### src/rtl/nn_sequencer_if.sv
// Handshake bundle between the NN control sequencer and the image RAM / compute engines.
// The sequencer takes the master side; the engines and the bench take the slave side.
interface nn_sequencer_if;
  logic       start;
  logic       train_mode;
  logic       fwd_done;
  logic       bwd_done;
  logic       upd_done;
  logic [3:0] pred;
  logic [3:0] label;
  logic [2:0] curr_state;
  logic       fwd_start;
  logic       bwd_start;
  logic       upd_start;
  logic [8:0] img_idx;
  logic [9:0] correct_cnt;
  logic       busy;
  logic       done;

  modport master (
    input  start, train_mode, fwd_done, bwd_done, upd_done, pred, label,
    output curr_state, fwd_start, bwd_start, upd_start, img_idx, correct_cnt, busy, done
  );

  modport slave (
    output start, train_mode, fwd_done, bwd_done, upd_done, pred, label,
    input  curr_state, fwd_start, bwd_start, upd_start, img_idx, correct_cnt, busy, done
  );
endinterface

### src/rtl/nn_sequencer.sv
// Control FSM for one pass over the stored images: load, wait for RAM, forward, optional backprop/update.
// All outputs are registered; engine done pulses are honoured only after their launch cycle.
module nn_sequencer #(
  parameter int NUM_IMAGES  = 512,
  parameter int RAM_LATENCY = 2,
  parameter int CLASSES     = 10
) (
  input  logic          clk,
  input  logic          rst,
  nn_sequencer_if.master bus
);

  typedef enum logic [2:0] {
    S_IDLE = 3'b000,
    S_LOAD = 3'b001,
    S_WAIT = 3'b010,
    S_FWD  = 3'b011,
    S_BWD  = 3'b100,
    S_UPD  = 3'b101,
    S_DONE = 3'b110
  } state_t;

  localparam int             WCW       = (RAM_LATENCY > 1) ? $clog2(RAM_LATENCY) : 1;
  localparam logic [WCW-1:0] WAIT_LAST = WCW'(RAM_LATENCY - 1);
  localparam logic [8:0]     LAST_IMG  = 9'(NUM_IMAGES - 1);

  if (CLASSES < 1 || CLASSES > 16) begin : g_bad_classes
    $error("nn_sequencer: CLASSES must fit the 4-bit pred/label encoding");
  end

  state_t         state_q, state_d;
  logic           train_q, train_d;
  logic [WCW-1:0] wcnt_q, wcnt_d;
  logic [8:0]     img_idx_q, img_idx_d;
  logic [9:0]     correct_q, correct_d;
  logic           fwd_start_q, fwd_start_d;
  logic           bwd_start_q, bwd_start_d;
  logic           upd_start_q, upd_start_d;
  logic           busy_q, busy_d;
  logic           done_q, done_d;
  logic           advance;

  always_comb begin
    state_d     = state_q;
    train_d     = train_q;
    wcnt_d      = wcnt_q;
    img_idx_d   = img_idx_q;
    correct_d   = correct_q;
    fwd_start_d = 1'b0;
    bwd_start_d = 1'b0;
    upd_start_d = 1'b0;
    advance     = 1'b0;

    case (state_q)
      S_IDLE: begin
        if (bus.start) begin
          train_d   = bus.train_mode;
          correct_d = '0;
          img_idx_d = '0;
          state_d   = S_LOAD;
        end
      end
      S_LOAD: begin
        wcnt_d  = '0;
        state_d = S_WAIT;
      end
      S_WAIT: begin
        if (wcnt_q == WAIT_LAST) begin
          state_d     = S_FWD;
          fwd_start_d = 1'b1;
        end else begin
          wcnt_d = wcnt_q + WCW'(1);
        end
      end
      // A start flop still high marks the launch cycle, where a done pulse is stale.
      S_FWD: begin
        if (bus.fwd_done && !fwd_start_q) begin
          if (train_q) begin
            state_d     = S_BWD;
            bwd_start_d = 1'b1;
          end else begin
            if (bus.pred == bus.label) begin
              correct_d = correct_q + 10'd1;
            end
            advance = 1'b1;
          end
        end
      end
      S_BWD: begin
        if (bus.bwd_done && !bwd_start_q) begin
          state_d     = S_UPD;
          upd_start_d = 1'b1;
        end
      end
      S_UPD: begin
        if (bus.upd_done && !upd_start_q) begin
          advance = 1'b1;
        end
      end
      S_DONE: begin
        state_d = S_DONE;
      end
      default: begin
        state_d = S_IDLE;
      end
    endcase

    if (advance) begin
      if (img_idx_q == LAST_IMG) begin
        state_d = S_DONE;
      end else begin
        img_idx_d = img_idx_q + 9'd1;
        state_d   = S_LOAD;
      end
    end

    busy_d = (state_d != S_IDLE) && (state_d != S_DONE);
    done_d = (state_d == S_DONE);
  end

  always_ff @(posedge clk) begin
    if (rst) begin
      state_q     <= S_IDLE;
      train_q     <= 1'b0;
      wcnt_q      <= '0;
      img_idx_q   <= '0;
      correct_q   <= '0;
      fwd_start_q <= 1'b0;
      bwd_start_q <= 1'b0;
      upd_start_q <= 1'b0;
      busy_q      <= 1'b0;
      done_q      <= 1'b0;
    end else begin
      state_q     <= state_d;
      train_q     <= train_d;
      wcnt_q      <= wcnt_d;
      img_idx_q   <= img_idx_d;
      correct_q   <= correct_d;
      fwd_start_q <= fwd_start_d;
      bwd_start_q <= bwd_start_d;
      upd_start_q <= upd_start_d;
      busy_q      <= busy_d;
      done_q      <= done_d;
    end
  end

  assign bus.curr_state  = state_q;
  assign bus.fwd_start   = fwd_start_q;
  assign bus.bwd_start   = bwd_start_q;
  assign bus.upd_start   = upd_start_q;
  assign bus.img_idx     = img_idx_q;
  assign bus.correct_cnt = correct_q;
  assign bus.busy        = busy_q;
  assign bus.done        = done_q;

endmodule

### src/flat_wrapper.sv
// flat-port wrapper written by rule: the top's interface ports become plain ports
module nn_sequencer_flat 
#(
  parameter int NUM_IMAGES  = 512,
  parameter int RAM_LATENCY = 2,
  parameter int CLASSES     = 10
)
  (clk, rst, bus_start, bus_train_mode, bus_fwd_done, bus_bwd_done, bus_upd_done, bus_pred, bus_label, bus_curr_state, bus_fwd_start, bus_bwd_start, bus_upd_start, bus_img_idx, bus_correct_cnt, bus_busy, bus_done);
  nn_sequencer_if bus_i ();
  input  logic clk;
  input  logic rst;
  input wire logic [$bits(bus_i.start)-1:0] bus_start;
  input wire logic [$bits(bus_i.train_mode)-1:0] bus_train_mode;
  input wire logic [$bits(bus_i.fwd_done)-1:0] bus_fwd_done;
  input wire logic [$bits(bus_i.bwd_done)-1:0] bus_bwd_done;
  input wire logic [$bits(bus_i.upd_done)-1:0] bus_upd_done;
  input wire logic [$bits(bus_i.pred)-1:0] bus_pred;
  input wire logic [$bits(bus_i.label)-1:0] bus_label;
  output wire logic [$bits(bus_i.curr_state)-1:0] bus_curr_state;
  output wire logic [$bits(bus_i.fwd_start)-1:0] bus_fwd_start;
  output wire logic [$bits(bus_i.bwd_start)-1:0] bus_bwd_start;
  output wire logic [$bits(bus_i.upd_start)-1:0] bus_upd_start;
  output wire logic [$bits(bus_i.img_idx)-1:0] bus_img_idx;
  output wire logic [$bits(bus_i.correct_cnt)-1:0] bus_correct_cnt;
  output wire logic [$bits(bus_i.busy)-1:0] bus_busy;
  output wire logic [$bits(bus_i.done)-1:0] bus_done;
  assign bus_i.start = bus_start;
  assign bus_i.train_mode = bus_train_mode;
  assign bus_i.fwd_done = bus_fwd_done;
  assign bus_i.bwd_done = bus_bwd_done;
  assign bus_i.upd_done = bus_upd_done;
  assign bus_i.pred = bus_pred;
  assign bus_i.label = bus_label;
  assign bus_curr_state = bus_i.curr_state;
  assign bus_fwd_start = bus_i.fwd_start;
  assign bus_bwd_start = bus_i.bwd_start;
  assign bus_upd_start = bus_i.upd_start;
  assign bus_img_idx = bus_i.img_idx;
  assign bus_correct_cnt = bus_i.correct_cnt;
  assign bus_busy = bus_i.busy;
  assign bus_done = bus_i.done;
  nn_sequencer #(.NUM_IMAGES(NUM_IMAGES), .RAM_LATENCY(RAM_LATENCY), .CLASSES(CLASSES)) u_core (.clk(clk), .rst(rst), .bus(bus_i));
endmodule
### config.mk
export PLATFORM = sky130hd
export DESIGN_NAME = nn_sequencer_flat
export DESIGN_NICKNAME = d
export VERILOG_FILES = /design/src/rtl/nn_sequencer_if.sv /design/src/rtl/nn_sequencer.sv /design/src/flat_wrapper.sv
export SDC_FILE = /design/constraint.sdc
export NUM_CORES = 1
export LEC_CHECK = 0
export CORE_MARGIN = 3
export CORE_UTILIZATION = 42
export DETAILED_ROUTE_END_ITERATION = 8
export PLACE_DENSITY = 0.75
export REMOVE_ABC_BUFFERS = 1
export SETUP_SLACK_MARGIN = 0.3
export SLEW_MARGIN = 20
export SYNTH_ARGS = -nofsm -noshare
export SYNTH_HDL_FRONTEND = slang
export SYNTH_SLANG_ARGS = --single-unit
### constraint.sdc
create_clock -name clk -period 1.65 [get_ports clk]
set_clock_uncertainty 0.1 [all_clocks]
set_input_delay 0.33 -clock clk [delete_from_list [all_inputs] [get_ports clk]]
set_output_delay 0.33 -clock clk [all_outputs]
set_load 0.005 [all_outputs]
### Word level (Yosys, flattened, before mapping)

Index checks and enable logic that the tools add are counted.

| storage, ports and cells | value |
|---|---|
| register bits after elaboration | 29 |
| input port bits | 15 |
| output and inout bits | 27 |
| word-level logic and storage cells | 73 |

| operators by class | value |
|---|---|
| $add $sub $neg | 3 |
| equal/unequal tests | 14 |
| multiplexer cells | 26 |
| bitwise gates (word level) | 4 |
| reduce and logical (&&, ||, !) cells | 16 |

Operator list:

| operator | count |
|---|---|
| $mux W10 | 4 |
| $mux W9 | 4 |
| $mux W3 | 7 |
| $pmux W3 S7 | 1 |
| $pmux W10 S2 | 1 |
| $eq A3 B3 Y1 const B | 4 |
| $add A10 B1 Y10 const B | 1 |
| $add A9 B1 Y9 const B | 1 |
| $eq A9 B9 Y1 const B | 1 |
| $mux W1 | 7 |
| $eq A3 B2 Y1 const B | 2 |
| $reduce_and A5 Y1 | 1 |
| $eq A4 B4 Y1 | 1 |
| $logic_and A1 B1 Y1 | 4 |
| $ne A2 B1 Y1 const B | 2 |
| $ne A2 B2 Y1 const B | 2 |
| $not A1 Y1 | 4 |
| $pmux W1 S2 | 2 |
| $reduce_bool A2 Y1 | 2 |
| $reduce_or A2 Y1 | 2 |
| $eq A3 B1 Y1 const B | 1 |
| $logic_not A1 Y1 | 3 |
| $logic_not A3 Y1 | 1 |
| $ne A3 B3 Y1 const B | 1 |
| other kinds (4) | 4 |

### Longest topological paths before layout

Gate-level depths: netlist of run 1.

| depth | value |
|---|---|
| depth after elaboration | 7 |
| depth in mapped cells | 9 |
| mapped depth without buffers | 9 |

### Worst setup path before layout of run 1

OpenSTA, ideal clock, no wires.

| timing | value |
|---|---|
| path kind | reg2reg |
| start point | reg u_core.img_idx_q[2] (netlist: u_core.bus.img_idx[2]) |
| end point | reg u_core.img_idx_q[0] (netlist: u_core.bus.img_idx[0]) |
| library setup time | 0.065 ns |
| data arrival time | 1.657 ns |
| required time | 1.485 ns |
| path slack | -0.172 ns |
| cell stages (with the launch flop) | 10 |
| path buffers | 1 |
| clock period less this slack | 1.822 ns |
| path through | dfxtp_1 nand3_1 nor2_1 nand2_1 nor2_1 ha_1 nand2b_2 buf_6 mux2_2 nor2_1 |

| between the ends | value |
|---|---|
| longest elaborated chain between the ends | 3 |

RTL lines:

| item | line | text |
|---|---|---|
| from (decl) | nn_sequencer.sv:34 | `logic [8:0] img_idx_q, img_idx_d;` |
| from (signal assigned) | nn_sequencer.sv:137 | `img_idx_q <= img_idx_d;` |
| $eq A9 B9 Y1 | nn_sequencer.sv:109 | `if (img_idx_q == LAST_IMG) begin` |
| $mux W9 | nn_sequencer.sv:109 |  |
| $mux W9 | nn_sequencer.sv:108 | `if (advance) begin` |

Every way passes these cells.
A chain may end at the register's enable or synchronous reset.

### Worst setup path in the final report of run 1

| timing | value |
|---|---|
| start point | reg u_core.state_q[2] (netlist: u_core.bus.curr_state[2]) |
| end point | reg u_core.correct_q[3] (netlist: u_core.bus.correct_cnt[3]) |

| between the ends | value |
|---|---|
| longest elaborated chain between the ends | 3 |
| elaborated cells between the ends (all ways) | 9 |
| those cells by class | 5 x eq/ne; 1 x mux; 3 x reduce/logical |

RTL lines:

| item | line | text |
|---|---|---|
| from (decl) | nn_sequencer.sv:31 | `state_t state_q, state_d;` |
| from (signal assigned) | nn_sequencer.sv:134 | `state_q <= state_d;` |
| $eq A3 B2 Y1 or $logic_not A3 Y1 (tied branches) | nn_sequencer.sv:54 | `case (state_q)` |
| $ne A2 B2 Y1 (no source line), or another cell as far along | - |  |
| $reduce_and A5 Y1 (no source line) | - |  |
| to (signal assigned) | nn_sequencer.sv:138 | `correct_q <= correct_d;` |
| to (decl) | nn_sequencer.sv:35 | `logic [9:0] correct_q, correct_d;` |

Several ways; a longest one is shown, not always the timed one.

==> impl_metrics.env, run 1 <==
export IMPL_stdcell_count=319
export IMPL_cts_htree_levels=2
export IMPL_clock_latency_ns=0.34
export IMPL_r2r_end="u_core.bus.correct_cnt[3]"
export IMPL_cp_common_cell="buf_4"
export IMPL_worstHoldStart="rst"
export IMPL_ys_seq_area_share_pct=40.07
export IMPL_final_util_pct=89.21
export IMPL_dieArea_sq_um=4191
export IMPL_hold_violations=0
export IMPL_synth_edf_count=0
export IMPL_crit_path_start_kind="register"
export IMPL_sw_frac_of_total_pct=30.73
export IMPL_hold_end="u_core.bus.img_idx[1]"
export IMPL_pwr_share_seq_pct=46.4
export IMPL_critPathBufInv=3
export IMPL_placed_area_sq_um=2107
export IMPL_nets=292
export IMPL_die_h_um=64.74
export IMPL_synthesis_instances=168
export IMPL_critPathTopFamily="buffers and inverters"
export IMPL_switching_power_mw=0.4905
export IMPL_path_clk_slew_ns=0.09
export IMPL_status="complete, but fails checks"
export IMPL_routed_via_density=5.978
export IMPL_p_leak_nw=1.190
export IMPL_die_x_um=64.74
export IMPL_grt_pass1_vias=1823
export IMPL_dp_hpwl_um=3184
export IMPL_total_power_mw=1.596
export IMPL_clock_sinks=29
export IMPL_rows=20
export IMPL_cpPeakStageDelay_ns=0.38
export IMPL_syn_area_sq_um=1449
export IMPL_met1_usage_pct=28.30
export IMPL_rr_startpoint="u_core.bus.curr_state[2]"
export IMPL_ir_drop_mv=0.6765
export IMPL_ant_nets=0
export IMPL_fin_ws_ns=-0.1537
export IMPL_start_util_pct=45.59
export IMPL_grt_busiest_layer="met2"
export IMPL_core_sq_um=3178
export IMPL_holdWs_ns=0.3298
export IMPL_dpl_cell_count=276
export IMPL_stdcell_area_sq_um=2835
export IMPL_pre_cts_ws_ns=-0.6233
export IMPL_path_class="reg2reg"
export IMPL_grt_overflow=0
export IMPL_antenna_found_initial=0
export IMPL_n_antenna_cell=0
export IMPL_holdPathStages=3
export IMPL_clock_path_buffers=2
export IMPL_drv_cap=0
export IMPL_port_buffers=41
export IMPL_violations="negative setup slack"
export IMPL_grt_pass1_wl_um=8549
export IMPL_wl_um=6846
export IMPL_synthFlopType="dfxtp_1"
export IMPL_max_freq_mhz=554.4
export IMPL_cp_cell_sequence="buf_6 -> nand3b_1 -> buf_4 -> a21boi_4 -> buf_4 -> o211ai_1 -> nand2_1"
export IMPL_drcViolationCount=0
export IMPL_grtUsageTotal_pct=26.28
export IMPL_globalRouteMet2Util_pct=48.79
export IMPL_cts_root_buf="clkbuf_4"
export IMPL_slew_violations=0
export IMPL_cts_made_buffers=5
export IMPL_cts_hold_buffers=0
export IMPL_wl_per_cell_um=21.46
export IMPL_rsz0062_at_grt="true"
export IMPL_cpMaxStageDelayCell="dfxtp_4"
export IMPL_use_met3_pct=5.546
export IMPL_cts_tree="built"
export IMPL_r2r_slack_ns=-0.15
export IMPL_ys_async_sr_fraction_pct=0
export IMPL_final_cell_mix="39 x buf_6, 39 x buf_4, 21 x dfxtp_2"
export IMPL_hold_class="in2reg"
export IMPL_pwr_share_comb_pct=27.3
export IMPL_setup_viol=14
export IMPL_p_clk_share_pct=26.3
export IMPL_worst_r2r_path_depth=7
export IMPL_firstDrtPassIters=5
export IMPL_drtIter0Drc=165
export IMPL_grt_max_degree=12
export IMPL_gp_congestion=0.7770
export IMPL_cp_required_ns=1.76
export IMPL_tightestPinTransition_ns=0.4094
export IMPL_final_period_utilization_pct=109.3
export IMPL_cellPowerDensity_nw_per_um2=563.0
export IMPL_layout_drive_gt1_share_pct=62.18
export IMPL_arrival_ns=1.92
export IMPL_relSlewSlack_pct=72.36
export IMPL_endpoint_kind="register"
export IMPL_yosys_cell_types_count=43
export IMPL_intPower_mw=1.106
export IMPL_synth_seq_cells=29
export IMPL_period_minus_slack_ns=1.804
export IMPL_syn_area_per_cell_sq_um=8.624
export IMPL_ioPinCount=42
export IMPL_setup_tns_ns=-1.177
export IMPL_ys_warn_count=0
export IMPL_via_count=1907
export IMPL_critPathMaxFanout=5
export IMPL_syn_to_final_growth_pct=95.68
[cell usage after synthesis, types with 2 or more instances]
library cell / number / area, sq um
o21ai_0: 8 / 40.04
mux2_2: 2 / 22.52
or4_1: 5 / 37.54
nand3_1: 8 / 40.04
clkbuf_1: 5 / 18.77
nand4b_1: 2 / 17.52
xor2_1: 5 / 43.79
ha_1: 3 / 37.54
a21oi_1: 17 / 85.08
nand4_1: 2 / 12.51
inv_1: 3 / 11.26
or3_1: 6 / 37.54
mux2i_1: 2 / 20.02
buf_2: 2 / 10.01
nor2_1: 14 / 52.55
o211ai_1: 4 / 30.03
dfxtp_1: 29 / 580.6
and4b_1: 2 / 20.02
a31o_2: 2 / 17.52
nor3_1: 2 / 10.01
nand2_1: 18 / 67.56
nor2b_1: 6 / 37.54
[state kept, by name, indices dropped and copies added (netlist names)]
signal                  cells
u_core.bus.busy             1
u_core.bus.img_idx          9
u_core.bus.done             1
u_core.bus.bwd_start        1
u_core.bus.upd_start        1
u_core.train_q              1
u_core.bus.curr_state       3
u_core.bus.correct_cnt     10
u_core.bus.fwd_start        1
u_core.wcnt_q               1
[power groups by stage]
stage	Combinational, mW	Sequential [mW]	Clock, mW
6_report	0.435	0.741	0.420
5_1_grt	0.454	0.743	0.455
4_1_cts	0.338	0.735	0.410
3_5_place_dp	0.277	0.752	0
3_3_place_gp	0.266	0.750	0
2_1_floorplan	0.105	0.761	0
[area by class of cell]
class,count,area [sq um]
multi-input cells,128,1110
inverters,3,11.26
clock buffers,8,48.80
flip-flops and latches,29,625.6
well taps,44,55.05
fillers,147,342.8
repair buffers,107,984.7
[worst max-delay path by stage]
stage                        startpoint                        end  slack (ns)  cells after the start
5_1_grt           u_core.bus.img_idx[0]      u_core.bus.img_idx[3]       -0.17                      9
3_5_place_dp                bus_pred[1]  u_core.bus.correct_cnt[5]       -0.62                      6
2_1_floorplan  u_core.bus.curr_state[1]  u_core.bus.correct_cnt[5]       -0.29                      5
3_3_place_gp               bus_label[1]  u_core.bus.correct_cnt[5]       -0.51                      6
6_report       u_core.bus.curr_state[2]  u_core.bus.correct_cnt[3]       -0.15                      7
4_1_cts           u_core.bus.img_idx[2]      u_core.bus.img_idx[2]       -0.10                     10
[worst register-to-register path, stage by stage, from the launching register on]
cell	delay, ns
dfxtp_4	0.38
buf_6	0.12
nand3b_1	0.23
buf_4	0.19
a21boi_4	0.16
buf_4	0.16
o211ai_1	0.20
nand2_1	0.13
[per-layer routing]
layer	vias up	part of all wire [%]	routed length [um]
met4	0	5.0	342
li1	820	-	-
met5	-	0	0
met3	42	8.8	602
met2	139	51	3505
met1	906	35	2395
[what timing repair did]
action / in CTS / in global routing
gates cloned: 1 / 0
setup endpoints to repair: 52 / 50
pin swaps: 28 / 25
resized for setup: 159 / 86
buffers inserted: 24 / 10
[logic make-up after synthesis]
family	synth area share, %
AND/OR/NAND/NOR	28.84
AO/OA/AOI/OAI	18.48
flip-flops	40.07
buffers and inverters	4.059
XOR/XNOR	3.022
multiplexers	2.936
adder cells (fa/ha/maj)	2.591
(Power assumes the default switching activity.)
==> run 2, diff against run 1 <==
Settings changed: RECOVER_POWER set to 100.
==> run 2 against run 1 <==
- the run still ends with negative setup slack left
- maximum frequency is essentially flat
- sequential cell count stayed put
- core utilization is the same
- sequential share of layout area unchanged
- non-clock buffer count unchanged
==> impl_metrics.env, run 2 (synthesis results as in run 1) <==
export IMPL_status="complete, but fails checks"
export IMPL_violations="negative setup slack"
export IMPL_crit_path_start_kind="register"
export IMPL_cp_required_ns=1.76
export IMPL_rows=20
export IMPL_cts_htree_levels=2
export IMPL_antenna_found_initial=0
export IMPL_grt_max_degree=12
export IMPL_via_count=1907
export IMPL_cts_root_buf="clkbuf_4"
export IMPL_p_clk_share_pct=26.3
export IMPL_routed_via_density=5.978
export IMPL_cp_cell_sequence="buf_6 -> nand3b_1 -> buf_4 -> a21boi_4 -> buf_4 -> o211ai_1 -> nand2_1"
export IMPL_fillers=147
export IMPL_grt_pass1_vias=1823
export IMPL_grtUsageTotal_pct=26.28
export IMPL_cts_made_buffers=5
export IMPL_cellPowerDensity_nw_per_um2=562.9
export IMPL_grt_overflow=0
export IMPL_drtIter0Drc=191
export IMPL_fin_ws_ns=-0.1537
export IMPL_critPathMaxFanout=5
export IMPL_path_clk_slew_ns=0.09
export IMPL_grt_pass1_wl_um=8549
export IMPL_sw_frac_of_total_pct=30.72
export IMPL_start_util_pct=45.59
export IMPL_setup_viol=14
export IMPL_slew_violations=0
export IMPL_multiInputGateArea_sq_um=1110
export IMPL_wl_um=6843
export IMPL_hold_violations=0
export IMPL_final_common_cell="buf_6"
export IMPL_drv_cap=0
export IMPL_final_util_pct=89.21
export IMPL_drcViolationCount=0
export IMPL_pwr_share_seq_pct=46.4
export IMPL_hold_class="in2reg"
export IMPL_seq_area_sq_um=625.6
export IMPL_dp_hpwl_um=3184
export IMPL_n_antenna_cell=0
export IMPL_firstDrtPassIters=5
export IMPL_clock_path_buffers=2
export IMPL_cts_tree="built"
export IMPL_cpMaxStageDelayCell="dfxtp_4"
export IMPL_pwr_share_comb_pct=27.3
export IMPL_rsz0062_at_grt="true"
export IMPL_clock_sinks=29
export IMPL_ant_nets=0
export IMPL_stdcell_count=319
export IMPL_ioPinCount=42
export IMPL_max_freq_mhz=554.4
export IMPL_critPathTopFamily="buffers and inverters"
export IMPL_syn_to_final_growth_pct=95.68
export IMPL_core_sq_um=3178
export IMPL_arrival_ns=1.92
export IMPL_cpPeakStageDelay_ns=0.38
export IMPL_dieArea_sq_um=4191
export IMPL_nets=292
export IMPL_gp_congestion=0.7770
export IMPL_die_h_um=64.74
export IMPL_port_buffers=41
export IMPL_intPower_mw=1.106
export IMPL_wl_per_cell_um=21.45
export IMPL_period_minus_slack_ns=1.804
export IMPL_final_period_utilization_pct=109.3
export IMPL_ir_drop_mv=0.6765
export IMPL_clock_latency_ns=0.34
export IMPL_switching_power_mw=0.4903
export IMPL_cp_common_cell="buf_4"
export IMPL_die_x_um=64.74
export IMPL_endpoint_kind="register"
export IMPL_p_leak_nw=1.190
export IMPL_relSlewSlack_pct=72.36
export IMPL_largest_reg_flops=10
export IMPL_tightestPinTransition_ns=0.4094
export IMPL_layout_drive_gt1_share_pct=62.18
export IMPL_final_cell_mix="39 x buf_6, 38 x buf_4, 21 x dfxtp_2"
export IMPL_path_class="reg2reg"
export IMPL_critPathBufInv=3
export IMPL_dpl_cell_count=276
run 2: cell count changes in the layout (fill, tap and decap cells not counted), sizes merged:
| cell | before | now |
|---|---|---|
| buf | 82 | 81 |
| clkbuf | 13 | 14 |
run 2: through the flow:
stage	TNS [ns]	hold WS (ns)	area, sq um	worst slack, ns	total power, mW
global route	-1.687	0.3203	2835	-0.1740	1.651
CTS	-0.5931	0.3902	2509	-0.1050	1.483
floorplan	-2.484	0.2991	1401	-0.2916	0.8659
global placement	-7.966	0.3674	2107	-0.5079	1.016
detailed placement	-9.363	0.3889	2107	-0.6233	1.029
finish	-1.178	0.3298	2835	-0.1537	1.596
run 2: final cells by class:
class                   instances  area share, %
well taps                      44          1.942
repair buffers                107          34.73
clock buffers                   8          1.721
inverters                       3         0.3972
multi-input cells             128          39.14
flip-flops and latches         29          22.07
run 2: timing repair:
item / in CTS / in global routing
endpoints found under the hold margin: 0 / 0
endpoints found under the setup margin: 52 / 50
setup buffers: 24 / 10
gates resized for setup: 159 / 86
pin swaps: 28 / 25
gates cloned: 1 / 0
hold buffers: 0 / 0
run 2: power by group through the flow:
stage	Clock (mW)	Sequential, mW	Combinational, mW
5_1_grt	0.455	0.743	0.453
3_5_place_dp	0	0.752	0.277
3_3_place_gp	0	0.750	0.266
6_report	0.420	0.741	0.435
2_1_floorplan	0	0.761	0.105
4_1_cts	0.410	0.735	0.338
run 2: routing by layer:
layer	GRT usage (%)	share of wire [%]	vias to the layer above
met2	48.79	51	139
li1	-	-	820
met1	28.30	35	906
met3	5.546	8.8	42
met5	0	0	-
met4	11.35	5.0	0
run 2: path summary, 6_finish.rpt:
kind | from | to | slack, ns | cells past startpoint
setup / recovery | u_core.bus.curr_state[2] | u_core.bus.correct_cnt[3] | -0.15 | 7
hold / removal | rst | u_core.bus.img_idx[1] | 0.33 | 3
setup reg to reg | u_core.bus.curr_state[2] | u_core.bus.correct_cnt[3] | -0.15 | 7
hold reg to reg | u_core.bus.img_idx[8] | u_core.bus.img_idx[8] | 0.42 | 2
run 2: worst register-to-register path, delay by kind of cell (launching register included):
kind	cells	cell delay, ns
AO/OA/AOI/OAI	2	0.36
buffers and inverters	3	0.47
flip-flops	1	0.38
AND/OR/NAND/NOR	2	0.36
